`config.mk`:
```
export PLATFORM = sky130hd
export DESIGN_NAME = ppt_spi_regs_flat
export DESIGN_NICKNAME = d
export VERILOG_FILES = /design/src/rtl/ppt_spi_regs_if.sv /design/src/rtl/ppt_spi_regs.sv /design/src/flat_wrapper.sv
export SDC_FILE = /design/constraint.sdc
export NUM_CORES = 1
export LEC_CHECK = 0
export ABC_AREA = 1
export CAP_MARGIN = 20
export CORE_UTILIZATION = 45
export DETAILED_ROUTE_END_ITERATION = 12
export PLACE_DENSITY_LB_ADDON = 0.12
export SLEW_MARGIN = 20
export SYNTH_ARGS = -nofsm -noshare
export SYNTH_HDL_FRONTEND = slang
export SYNTH_SLANG_ARGS = --single-unit
```
`constraint.sdc`:
```
create_clock -name clk -period 1.65 [get_ports clk]
set_input_delay 0.165 -clock clk [delete_from_list [all_inputs] [get_ports clk]]
set_output_delay 0.165 -clock clk [all_outputs]
set_load 0.1 [all_outputs]
```
`src/rtl/ppt_spi_regs_if.sv`:
```
`default_nettype none
// ============================================================================
// Module      : ppt_spi_regs_if
// Description : SPI slave pin bundle for the pulse-generator register block.
//               The slave modport is used by ppt_spi_regs; the master modport
//               is for whatever drives the bus (an SPI master or a bench).
// Revision    : 1.0  initial release
// ----------------------------------------------------------------------------
// Signals:
//   spi_sck   SPI clock, mode 0, asynchronous to the system clock
//   spi_cs_n  chip select, active-low, frame delimiter
//   spi_mosi  serial data towards the slave, MSB first
//   spi_miso  serial data from the slave, MSB first
// ============================================================================
interface ppt_spi_regs_if;
  logic spi_sck;
  logic spi_cs_n;
  logic spi_mosi;
  logic spi_miso;

  modport slave (
    input  spi_sck,
    input  spi_cs_n,
    input  spi_mosi,
    output spi_miso
  );

  modport master (
    output spi_sck,
    output spi_cs_n,
    output spi_mosi,
    input  spi_miso
  );
endinterface
`default_nettype wire

```
`src/rtl/ppt_spi_regs.sv`:
```
`default_nettype none
// ============================================================================
// Module      : ppt_spi_regs
// Description : SPI mode-0 slave exposing the control registers of a pulse
//               generator. 24-bit frames: W bit, 7-bit address, 16-bit data.
//               All SPI pins are resynchronised into clk; writes commit on
//               chip-select release only when exactly 24 sck rises were seen.
// Revision    : 1.0  initial release
// ----------------------------------------------------------------------------
// Optional feature macro: PPT_SPI_PULSE_COUNT_EN
//   defined   : COUNT (0x03) counts synchronised pulse_in rises while run=1
//   undefined : no counter, 0x03 reads 16'h0000
// ----------------------------------------------------------------------------
// Ports:
//   clk           system clock, rising edge
//   rst_n         asynchronous active-low reset
//   spi           SPI pins (ppt_spi_regs_if.slave)
//   pulse_in      generator output fed back for STATUS / COUNT
//   pulse_period  PERIOD register (0x00)
//   pulse_width   WIDTH register (0x01)
//   run           CTRL[0] (0x02), generator enable
// Register map:
//   0x00 PERIOD RW, 0x01 WIDTH RW, 0x02 CTRL RW (bit0 run),
//   0x03 COUNT RO, 0x04 STATUS RO (bit0 run, bit1 pulse_in), others read 0
// ============================================================================
module ppt_spi_regs #(
  parameter logic [15:0] PERIOD_RST = 16'd128,
  parameter logic [15:0] WIDTH_RST  = 16'd1
) (
  input  wire           clk,
  input  wire           rst_n,
  ppt_spi_regs_if.slave spi,
  input  wire           pulse_in,
  output logic [15:0]   pulse_period,
  output logic [15:0]   pulse_width,
  output logic          run
);

  localparam logic [6:0] c_ADDR_PERIOD = 7'h00;
  localparam logic [6:0] c_ADDR_WIDTH  = 7'h01;
  localparam logic [6:0] c_ADDR_CTRL   = 7'h02;
  localparam logic [6:0] c_ADDR_COUNT  = 7'h03;
  localparam logic [6:0] c_ADDR_STATUS = 7'h04;

  localparam logic [4:0] c_LAST_HDR_BIT = 5'd7;   // count before the 8th rise
  localparam logic [4:0] c_FIRST_DATA   = 5'd8;
  localparam logic [4:0] c_LAST_DATA    = 5'd23;
  localparam logic [4:0] c_FRAME_BITS   = 5'd24;
  localparam logic [4:0] c_CNT_SAT      = 5'd31;

  // --------------------------------------------------------------------------
  // Synchronisers. Index [1] is the synchronised value, [2] its previous
  // value for edge detection.
  // --------------------------------------------------------------------------
  logic [2:0] r_sck_sync;
  logic [2:0] r_cs_sync;
  logic [1:0] r_mosi_sync;
  logic [1:0] r_pulse_sync;

  always_ff @(posedge clk or negedge rst_n) begin
    if (!rst_n) begin
      r_sck_sync   <= 3'b000;
      r_cs_sync    <= 3'b111;
      r_mosi_sync  <= 2'b00;
      r_pulse_sync <= 2'b00;
    end else begin
      r_sck_sync   <= {r_sck_sync[1:0], spi.spi_sck};
      r_cs_sync    <= {r_cs_sync[1:0], spi.spi_cs_n};
      r_mosi_sync  <= {r_mosi_sync[0], spi.spi_mosi};
      r_pulse_sync <= {r_pulse_sync[0], pulse_in};
    end
  end

  // After reset the cs_n chain holds its idle value for two cycles. If the pin
  // is still low (reset hit mid-frame) that would look like a fresh cs_n fall,
  // so a fall is only accepted once cs_n has genuinely been seen high.
  logic [1:0] r_warm;
  logic       r_cs_arm;

  always_ff @(posedge clk or negedge rst_n) begin
    if (!rst_n) begin
      r_warm   <= 2'b00;
      r_cs_arm <= 1'b0;
    end else begin
      r_warm <= {r_warm[0], 1'b1};
      if (r_warm[1] && r_cs_sync[1]) begin
        r_cs_arm <= 1'b1;
      end
    end
  end

  logic w_cs_fall;
  logic w_cs_rise;
  logic w_sck_rise;
  logic w_sck_fall;
  logic r_in_frame;

  assign w_cs_fall  = r_cs_arm & r_cs_sync[2] & ~r_cs_sync[1];
  assign w_cs_rise  = r_cs_sync[1] & ~r_cs_sync[2];
  // sck edges count only inside a frame that began with a seen cs_n fall
  assign w_sck_rise = r_in_frame & ~r_cs_sync[1] &  r_sck_sync[1] & ~r_sck_sync[2];
  assign w_sck_fall = r_in_frame & ~r_cs_sync[1] & ~r_sck_sync[1] &  r_sck_sync[2];

  // --------------------------------------------------------------------------
  // Frame shifter
  // --------------------------------------------------------------------------
  logic [4:0]  r_bit_cnt;
  logic [23:0] r_shift;
  logic [15:0] r_tx;
  logic        r_miso;
  logic [23:0] w_shift_nxt;
  logic [6:0]  w_rd_addr;
  logic [15:0] w_rd_data;

  assign w_shift_nxt = {r_shift[22:0], r_mosi_sync[1]};
  // Address as it will stand once the 8th bit is shifted in
  assign w_rd_addr   = w_shift_nxt[6:0];

  always_ff @(posedge clk or negedge rst_n) begin
    if (!rst_n) begin
      r_in_frame <= 1'b0;
      r_bit_cnt  <= 5'd0;
      r_shift    <= 24'd0;
      r_tx       <= 16'd0;
      r_miso     <= 1'b0;
    end else if (w_cs_rise) begin
      r_in_frame <= 1'b0;
      r_miso     <= 1'b0;
    end else if (w_cs_fall) begin
      r_in_frame <= 1'b1;
      r_bit_cnt  <= 5'd0;
      r_shift    <= 24'd0;
      r_tx       <= 16'd0;
      r_miso     <= 1'b0;
    end else if (w_sck_rise) begin
      r_shift <= w_shift_nxt;
      // saturating so over-long frames never alias back to 24
      if (r_bit_cnt != c_CNT_SAT) begin
        r_bit_cnt <= r_bit_cnt + 5'd1;
      end
      if (r_bit_cnt == c_LAST_HDR_BIT) begin
        // write frames load zero so miso stays low for the whole frame
        r_tx <= w_shift_nxt[7] ? 16'd0 : w_rd_data;
      end
    end else if (w_sck_fall) begin
      if ((r_bit_cnt >= c_FIRST_DATA) && (r_bit_cnt <= c_LAST_DATA)) begin
        r_miso <= r_tx[15];
        r_tx   <= {r_tx[14:0], 1'b0};
      end else begin
        r_miso <= 1'b0;
      end
    end
  end

  assign spi.spi_miso = r_miso;

  // --------------------------------------------------------------------------
  // Registers. The frame is still intact in r_shift at cs_n rise, so W,
  // address and data are taken straight from it.
  // --------------------------------------------------------------------------
  logic        w_commit;
  logic [6:0]  w_wr_addr;
  logic [15:0] w_wr_data;
  logic [15:0] r_period;
  logic [15:0] r_width;
  logic        r_run;
  logic [15:0] w_count;

  assign w_wr_addr = r_shift[22:16];
  assign w_wr_data = r_shift[15:0];
  assign w_commit  = w_cs_rise & r_in_frame & (r_bit_cnt == c_FRAME_BITS) & r_shift[23];

  always_ff @(posedge clk or negedge rst_n) begin
    if (!rst_n) begin
      r_period <= PERIOD_RST;
      r_width  <= WIDTH_RST;
      r_run    <= 1'b0;
    end else if (w_commit) begin
      case (w_wr_addr)
        c_ADDR_PERIOD: r_period <= w_wr_data;
        c_ADDR_WIDTH:  r_width  <= w_wr_data;
        c_ADDR_CTRL:   r_run    <= w_wr_data[0];
        default: ;
      endcase
    end
  end

`ifdef PPT_SPI_PULSE_COUNT_EN
  logic        r_pulse_d;
  logic [15:0] r_count;
  logic        w_pulse_rise;

  assign w_pulse_rise = r_pulse_sync[1] & ~r_pulse_d;

  always_ff @(posedge clk or negedge rst_n) begin
    if (!rst_n) begin
      r_pulse_d <= 1'b0;
      r_count   <= 16'd0;
    end else begin
      r_pulse_d <= r_pulse_sync[1];
      if (w_commit && (w_wr_addr == c_ADDR_CTRL)) begin
        r_count <= 16'd0;
      end else if (r_run && w_pulse_rise) begin
        r_count <= r_count + 16'd1;
      end
    end
  end

  assign w_count = r_count;
`else
  assign w_count = 16'd0;
`endif

  always_comb begin
    w_rd_data = 16'd0;
    case (w_rd_addr)
      c_ADDR_PERIOD: w_rd_data = r_period;
      c_ADDR_WIDTH:  w_rd_data = r_width;
      c_ADDR_CTRL:   w_rd_data = {15'd0, r_run};
      c_ADDR_COUNT:  w_rd_data = w_count;
      c_ADDR_STATUS: w_rd_data = {14'd0, r_pulse_sync[1], r_run};
      default:       w_rd_data = 16'd0;
    endcase
  end

  assign pulse_period = r_period;
  assign pulse_width  = r_width;
  assign run          = r_run;

endmodule
`default_nettype wire

```
`src/flat_wrapper.sv`:
```
// flat-port wrapper written by rule: the top's interface ports become plain ports
module ppt_spi_regs_flat 
#(
  parameter logic [15:0] PERIOD_RST = 16'd128,
  parameter logic [15:0] WIDTH_RST  = 16'd1
)
  (clk, rst_n, pulse_in, pulse_period, pulse_width, run, spi_spi_sck, spi_spi_cs_n, spi_spi_mosi, spi_spi_miso);
  ppt_spi_regs_if spi_i ();
  input  wire clk;
  input  wire rst_n;
  input  wire pulse_in;
  output logic [15:0] pulse_period;
  output logic [15:0] pulse_width;
  output logic run;
  input wire logic [$bits(spi_i.spi_sck)-1:0] spi_spi_sck;
  input wire logic [$bits(spi_i.spi_cs_n)-1:0] spi_spi_cs_n;
  input wire logic [$bits(spi_i.spi_mosi)-1:0] spi_spi_mosi;
  output wire logic [$bits(spi_i.spi_miso)-1:0] spi_spi_miso;
  assign spi_i.spi_sck = spi_spi_sck;
  assign spi_i.spi_cs_n = spi_spi_cs_n;
  assign spi_i.spi_mosi = spi_spi_mosi;
  assign spi_spi_miso = spi_i.spi_miso;
  ppt_spi_regs #(.PERIOD_RST(PERIOD_RST), .WIDTH_RST(WIDTH_RST)) u_core (.clk(clk), .rst_n(rst_n), .spi(spi_i), .pulse_in(pulse_in), .pulse_period(pulse_period), .pulse_width(pulse_width), .run(run));
endmodule
```
Word level (Yosys, flattened, before mapping):

Cells that the tools add are included.

* flip-flop bits (word level): 93
* memories: 0
* bits of input ports: 6
* word-level logic and storage cells: 79
* bits in latches: 0
* ROM bits: 0
* RAM bits: 0

* shifts and indexed selects: 0
* div/mod/pow operators: 0
* multiply operators: 0
* bitwise operators: 16
* reductions and logical operators: 17
* multiplexer cells: 19
* add/sub/neg operators: 1
* eq/ne operators: 10
* $lt $le $gt $ge: 2

Operator list (number)
* 16-bit 2-to-1 mux: 6
* 16-bit case mux with 4 select lines: 1
* 24-bit 2-to-1 mux: 2
* 5-bit 2-to-1 mux: 3
* 7-bit by 1-bit == test with 1-bit output, second input constant: 2
* 7-bit by 2-bit == test with 1-bit output, second input constant: 2
* 7-bit zero test: 2
* 1-bit bitwise AND: 11
* 2-bit AND reduction: 5
* 3-bit nonzero test: 3
* 7-bit by 3-bit == test with 1-bit output, second input constant: 1
* 1-bit 2-to-1 mux: 7
* 2-bit nonzero test: 3
* 5-bit by 1-bit adder with 5-bit output, second input constant: 1
* 5-bit by 3-bit == test with 1-bit output, second input constant: 1
* 5-bit == test, second input constant: 1
* 5-bit by 4-bit >= comparator with 1-bit output, second input constant: 1
* 5-bit less-or-equal comparator, second input constant: 1
* 5-bit inequality test, second input constant: 1
* 1-bit inverter: 5
* 4-bit AND reduction: 1
* 3-bit by 1-bit inequality test with 1-bit output, second input constant: 1
* 3-bit by 2-bit inequality test with 1-bit output, second input constant: 1
* 3-bit AND reduction: 1
* 1-bit logical AND: 2

Depth between registers and ports, before layout:

* depth in word-level cells: 8
* gate-level depth with buffers: 11

Worst setup path after synthesis:

OpenSTA, ideal clock, no wires.

* path type: register to register
* start: register u_core.r_cs_sync[1]
* end: register u_core.r_tx[10]
* setup time: 0.117 ns
* path slack: 0.104 ns
* data required time: 1.533 ns
* stages on the path, launching flop included: 11
* data arrival time: 1.429 ns
* path through: dfstp_2 inv_2 nand2_2 nor2_2 nor2_1 nand2_4 nand2_8 nor2_8 buf_8 nand3_2 nand2_1

* longest elaborated chain between the ends: 6
* elaborated cells between the ends (all ways): 15

RTL lines
* start: declaration: RTL line ppt_spi_regs.sv:56 `logic [2:0] r_cs_sync;`
* start signal: assignment: RTL line ppt_spi_regs.sv:68 `r_cs_sync <= {r_cs_sync[1:0], spi.spi_cs_n};`
* 1-bit inverter: RTL line ppt_spi_regs.sv:98, ppt_spi_regs.sv:101, ppt_spi_regs.sv:102
* 1-bit bitwise AND: RTL line ppt_spi_regs.sv:101, ppt_spi_regs.sv:102
* 1-bit bitwise AND (on tied branches) (2 in series): RTL line ppt_spi_regs.sv:101, ppt_spi_regs.sv:102
* 3-bit by 2-bit inequality test with 1-bit output (no source line), or another cell as far along
* 4-bit AND reduction (no source line) / 16-bit 2-to-1 mux (equally long branches)
* end signal: assignment: RTL line ppt_spi_regs.sv:143 `r_tx <= w_shift_nxt[7] ? 16'd0 : w_rd_data;`
* end signal: assignment: RTL line ppt_spi_regs.sv:148 `r_tx <= {r_tx[14:0], 1'b0};`
* end: declaration: RTL line ppt_spi_regs.sv:109 `logic [15:0] r_tx;`

Parallel ways exist; a longest one is shown, timed or not.
A chain may end at the register's enable or synchronous reset.

Worst setup path after layout:

* start: register u_core.r_bit_cnt[0]
* end: register u_core.r_period[1], in the netlist u_core.pulse_period[1]

* longest elaborated chain between the ends: 4

RTL lines
* start: declaration: RTL line ppt_spi_regs.sv:107 `logic [4:0] r_bit_cnt;`
* start signal: assignment: RTL line ppt_spi_regs.sv:139 `r_bit_cnt <= r_bit_cnt + 5'd1;`
* 5-bit == test: RTL line ppt_spi_regs.sv:171 `assign w_commit = w_cs_rise & r_in_frame & (r_bit_cnt == c_FRAME_BITS) & r_shift[23];`
* 1-bit bitwise AND (2 in series): RTL line ppt_spi_regs.sv:171
* 2-bit AND reduction (no source line)
* end signal: assignment: RTL line ppt_spi_regs.sv:180 `c_ADDR_PERIOD: r_period <= w_wr_data;`
* end: declaration: RTL line ppt_spi_regs.sv:164 `logic [15:0] r_period;`

Every way passes these cells.

==> metrics <==
Crit Reg-Reg Startpoint=u_core.r_bit_cnt[0]; DIE AREA=0.009991 mm2; largest net degree at the start of global routing=52; post-synthesis sequential area ratio=54.04%; leakage power=2.668 nW; synthesis-to-layout area growth=34.13%; Psw=1.047 mW; delay-heaviest family, CP=simple AND/OR/NAND/NOR gates; Pwr Total=4.236 mW; most common cell in the netlist=nand2_1; Async SR Flop Fraction=100.0%; violated checks=setup timing; Final min period=1703 ps; syn_nets=507; Yosys warnings=0; non-filler cells, final=690; Remaining DRCs=0; Cell Chain, Critical Path=inv_2 > ha_4 > nand4_1 > nor3_4 > nand3_4 > clkbuf_16 > nand2_2 > o21ai_1; Nets=565; TritonRoute pass-1 iters=4; Synth Area in Adders=0.8693%; worst setup margin=-53.07 ps; Via-to-Cell Ratio=5.039; Switching Fraction=24.71%; simple-gate portion of the synthesized area=26.95%; worst path bufs/invs=2; dpl cells=665; first-pass GRT wire length=16.50 mm; kind of critical path=reg -> reg; total CTS buffers=9; most instantiated cells after synthesis=nand2_1, dfrtp_1, inv_1; share of power burned in registers=54.9%; worst-case clock buffer depth=2; WL final=10.33 mm; RSZ-0062 raised after global routing=true; Yosys reg bits=93; final hold vios=0; power per cell area=731.4 mW/mm2; max-slew violations=0; wire length per cell=14.96 um; initial detailed-routing violation count=127; clk root buf=clkbuf_8; largest family of logic cells by synthesized area=simple AND/OR/NAND/NOR gates; Clk pwr share=36.4%; Distinct cells, synth=34; Finished Core Util=62.39%; Hold WS=220.2 ps; Starting Density=46.51%; post-synthesis mux area share=0%; Worst Hold Class=in -> reg; Setup crit end kind=register; initial antenna violation count=0; vias in the first global route=3267; f_max=0.5872 GHz; Synth Area in Compound Gates=8.780%; worst stage delay on the critical path=420 ps; die width=99.96 um; CP required=1890 ps; GRT Util Overall=21.47%; CTS Sinks=93; Avg Inst Size Synth=8.670 um2; Max-Cap Viols=0; Synth area leaders=dfrtp_1, nand2_1, inv_1; total grt overflow=0; share of Yosys cell area claimed by the top area cell type=51.00%; CTS tree=done; Mapped Area=0.004318 mm2; layout cells sized above 1=25.85%; setup_tns=-665.1 ps; CP startpoint kind=register; Reg clk slew, reported paths=90 ps; Crit. Startpoint=u_core.r_bit_cnt[0]; core outline area=0.009284 mm2; GPL Wtd Cong=0.8134; post-route ant nets=0; IO buf count=39; slowest cell on the critical path=dfrtp_1; Cells after Synth=498; maximum vdd ir drop=0.0004769 V; clk_skew=6.220 ps; Logic pwr share=8.7%; CTS HTree Levels=3; # diodes=0; Worst Path Arrival=1940 ps; P_int=3.190 mW; worst-skew pair later-pin latency=350 ps; number of fillers in the final layout=802; hpwl dp=6.679 mm; routed via count=3477; Die Ht=99.96 um; most used flip-flop cell after synthesis=dfrtp_1; I/O pin count=40; final setup fails=15; Tcrit/Tclk final=103.2%; outcome=finished, violations left; Post-synth EDFFs=0; Yosys top cell by area=dfrtp_1; num rows=35; worst-path fanout max=8; xor/xnor share of the synthesized area=0%; hold wc startpoint=spi_spi_cs_n
-- kinds of logic after synthesis --
| logic type | after synthesis |
|---|---|
| AOI/OAI and AO/OA | 66 |
| adders and majority gates | 3 |
| DFF | 93 |
| buffers and inverters | 91 |
| other | 1 |
| and+or+nand+nor | 244 |
-- power by group through the flow --
stage	Sequential (mW)	Combinational [mW]	Clock, mW
detailed placement	2.37	0.332	0
CTS	2.33	0.338	1.59
global placement	2.37	0.326	0
global route	2.33	0.402	1.67
finish	2.33	0.367	1.54
floorplan	2.38	0.171	0
-- cells in the final DEF, fill, tap and decap left out, types with 11 or more instances in the layout --
cell type | Yosys | routed
buf_12 | 1 | 43
nand3_1 | 17 | 16
o21ai_1 | 6 | 21
nand2_2 | 10 | 23
o22ai_1 | 24 | 24
nor2_1 | 32 | 31
nand2_1 | 141 | 125
dfrtp_1 | 88 | 87
nand4_1 | 18 | 18
inv_1 | 68 | 66
buf_4 | 1 | 11
-- layout make-up --
type,count,area [um2],share of cell area (%)
clock buffer,11,141.4,2.441
clock inverter,5,58.81,1.015
inverter,70,262.8,4.537
multi-input combinational,314,1703,29.40
sequential,93,2335,40.31
tap,129,161.4,2.787
timing repair buffer,68,1130,19.51
-- layer usage --
layer / vias up / track usage [%] / wire length (um)
li1: 1708 / - / -
met1: 1690 / 31.53 / 4973
met2: 65 / 33.00 / 4917
met3: 14 / 2.786 / 280
met4: 0 / 7.240 / 155
met5: - / 0 / 0
-- stage by stage --
step | worst slack (ps) | area [um2]
CTS | -25.56 | 5554
global route | -134.1 | 5792
finish | -53.07 | 5792
detailed placement | -26.05 | 5333
global placement | 24.54 | 5333
floorplan | 104.5 | 4318
-- state kept, by name (all words and copies together), names as in the netlist, 2 cells and up --
register	cells
u_core.r_tx	16
u_core.r_sck_sync	3
u_core.r_pulse_sync	2
u_core.r_cs_sync	3
u_core.r_bit_cnt	5
u_core.r_warm	2
u_core.pulse_width	16
u_core.pulse_period	16
u_core.r_mosi_sync	2
u_core.r_shift	24
-- repair_timing --
action,CTS,global route
resized for setup,3,59
gates cloned,0,3
hold endpoints to repair,19,0
hold buffers,1,0
setup buffers,0,5
setup endpoints to repair,25,76
pin swaps,0,5
-- worst paths after layout --
path | to | slack (ps) | cells past startpoint
worst max-delay path | u_core.pulse_period[1] | -50 | 8
worst min-delay path | u_core.r_cs_sync[0] | 220 | 1
worst max register to register | u_core.pulse_period[1] | -50 | 8
worst min register to register | u_core.r_mosi_sync[1] | 360 | 0
max in group asynchronous | u_core.pulse_width[0] | 760 | 3
min in group asynchronous | u_core.r_bit_cnt[2] | 240 | 2
(Power assumes the default switching activity.)
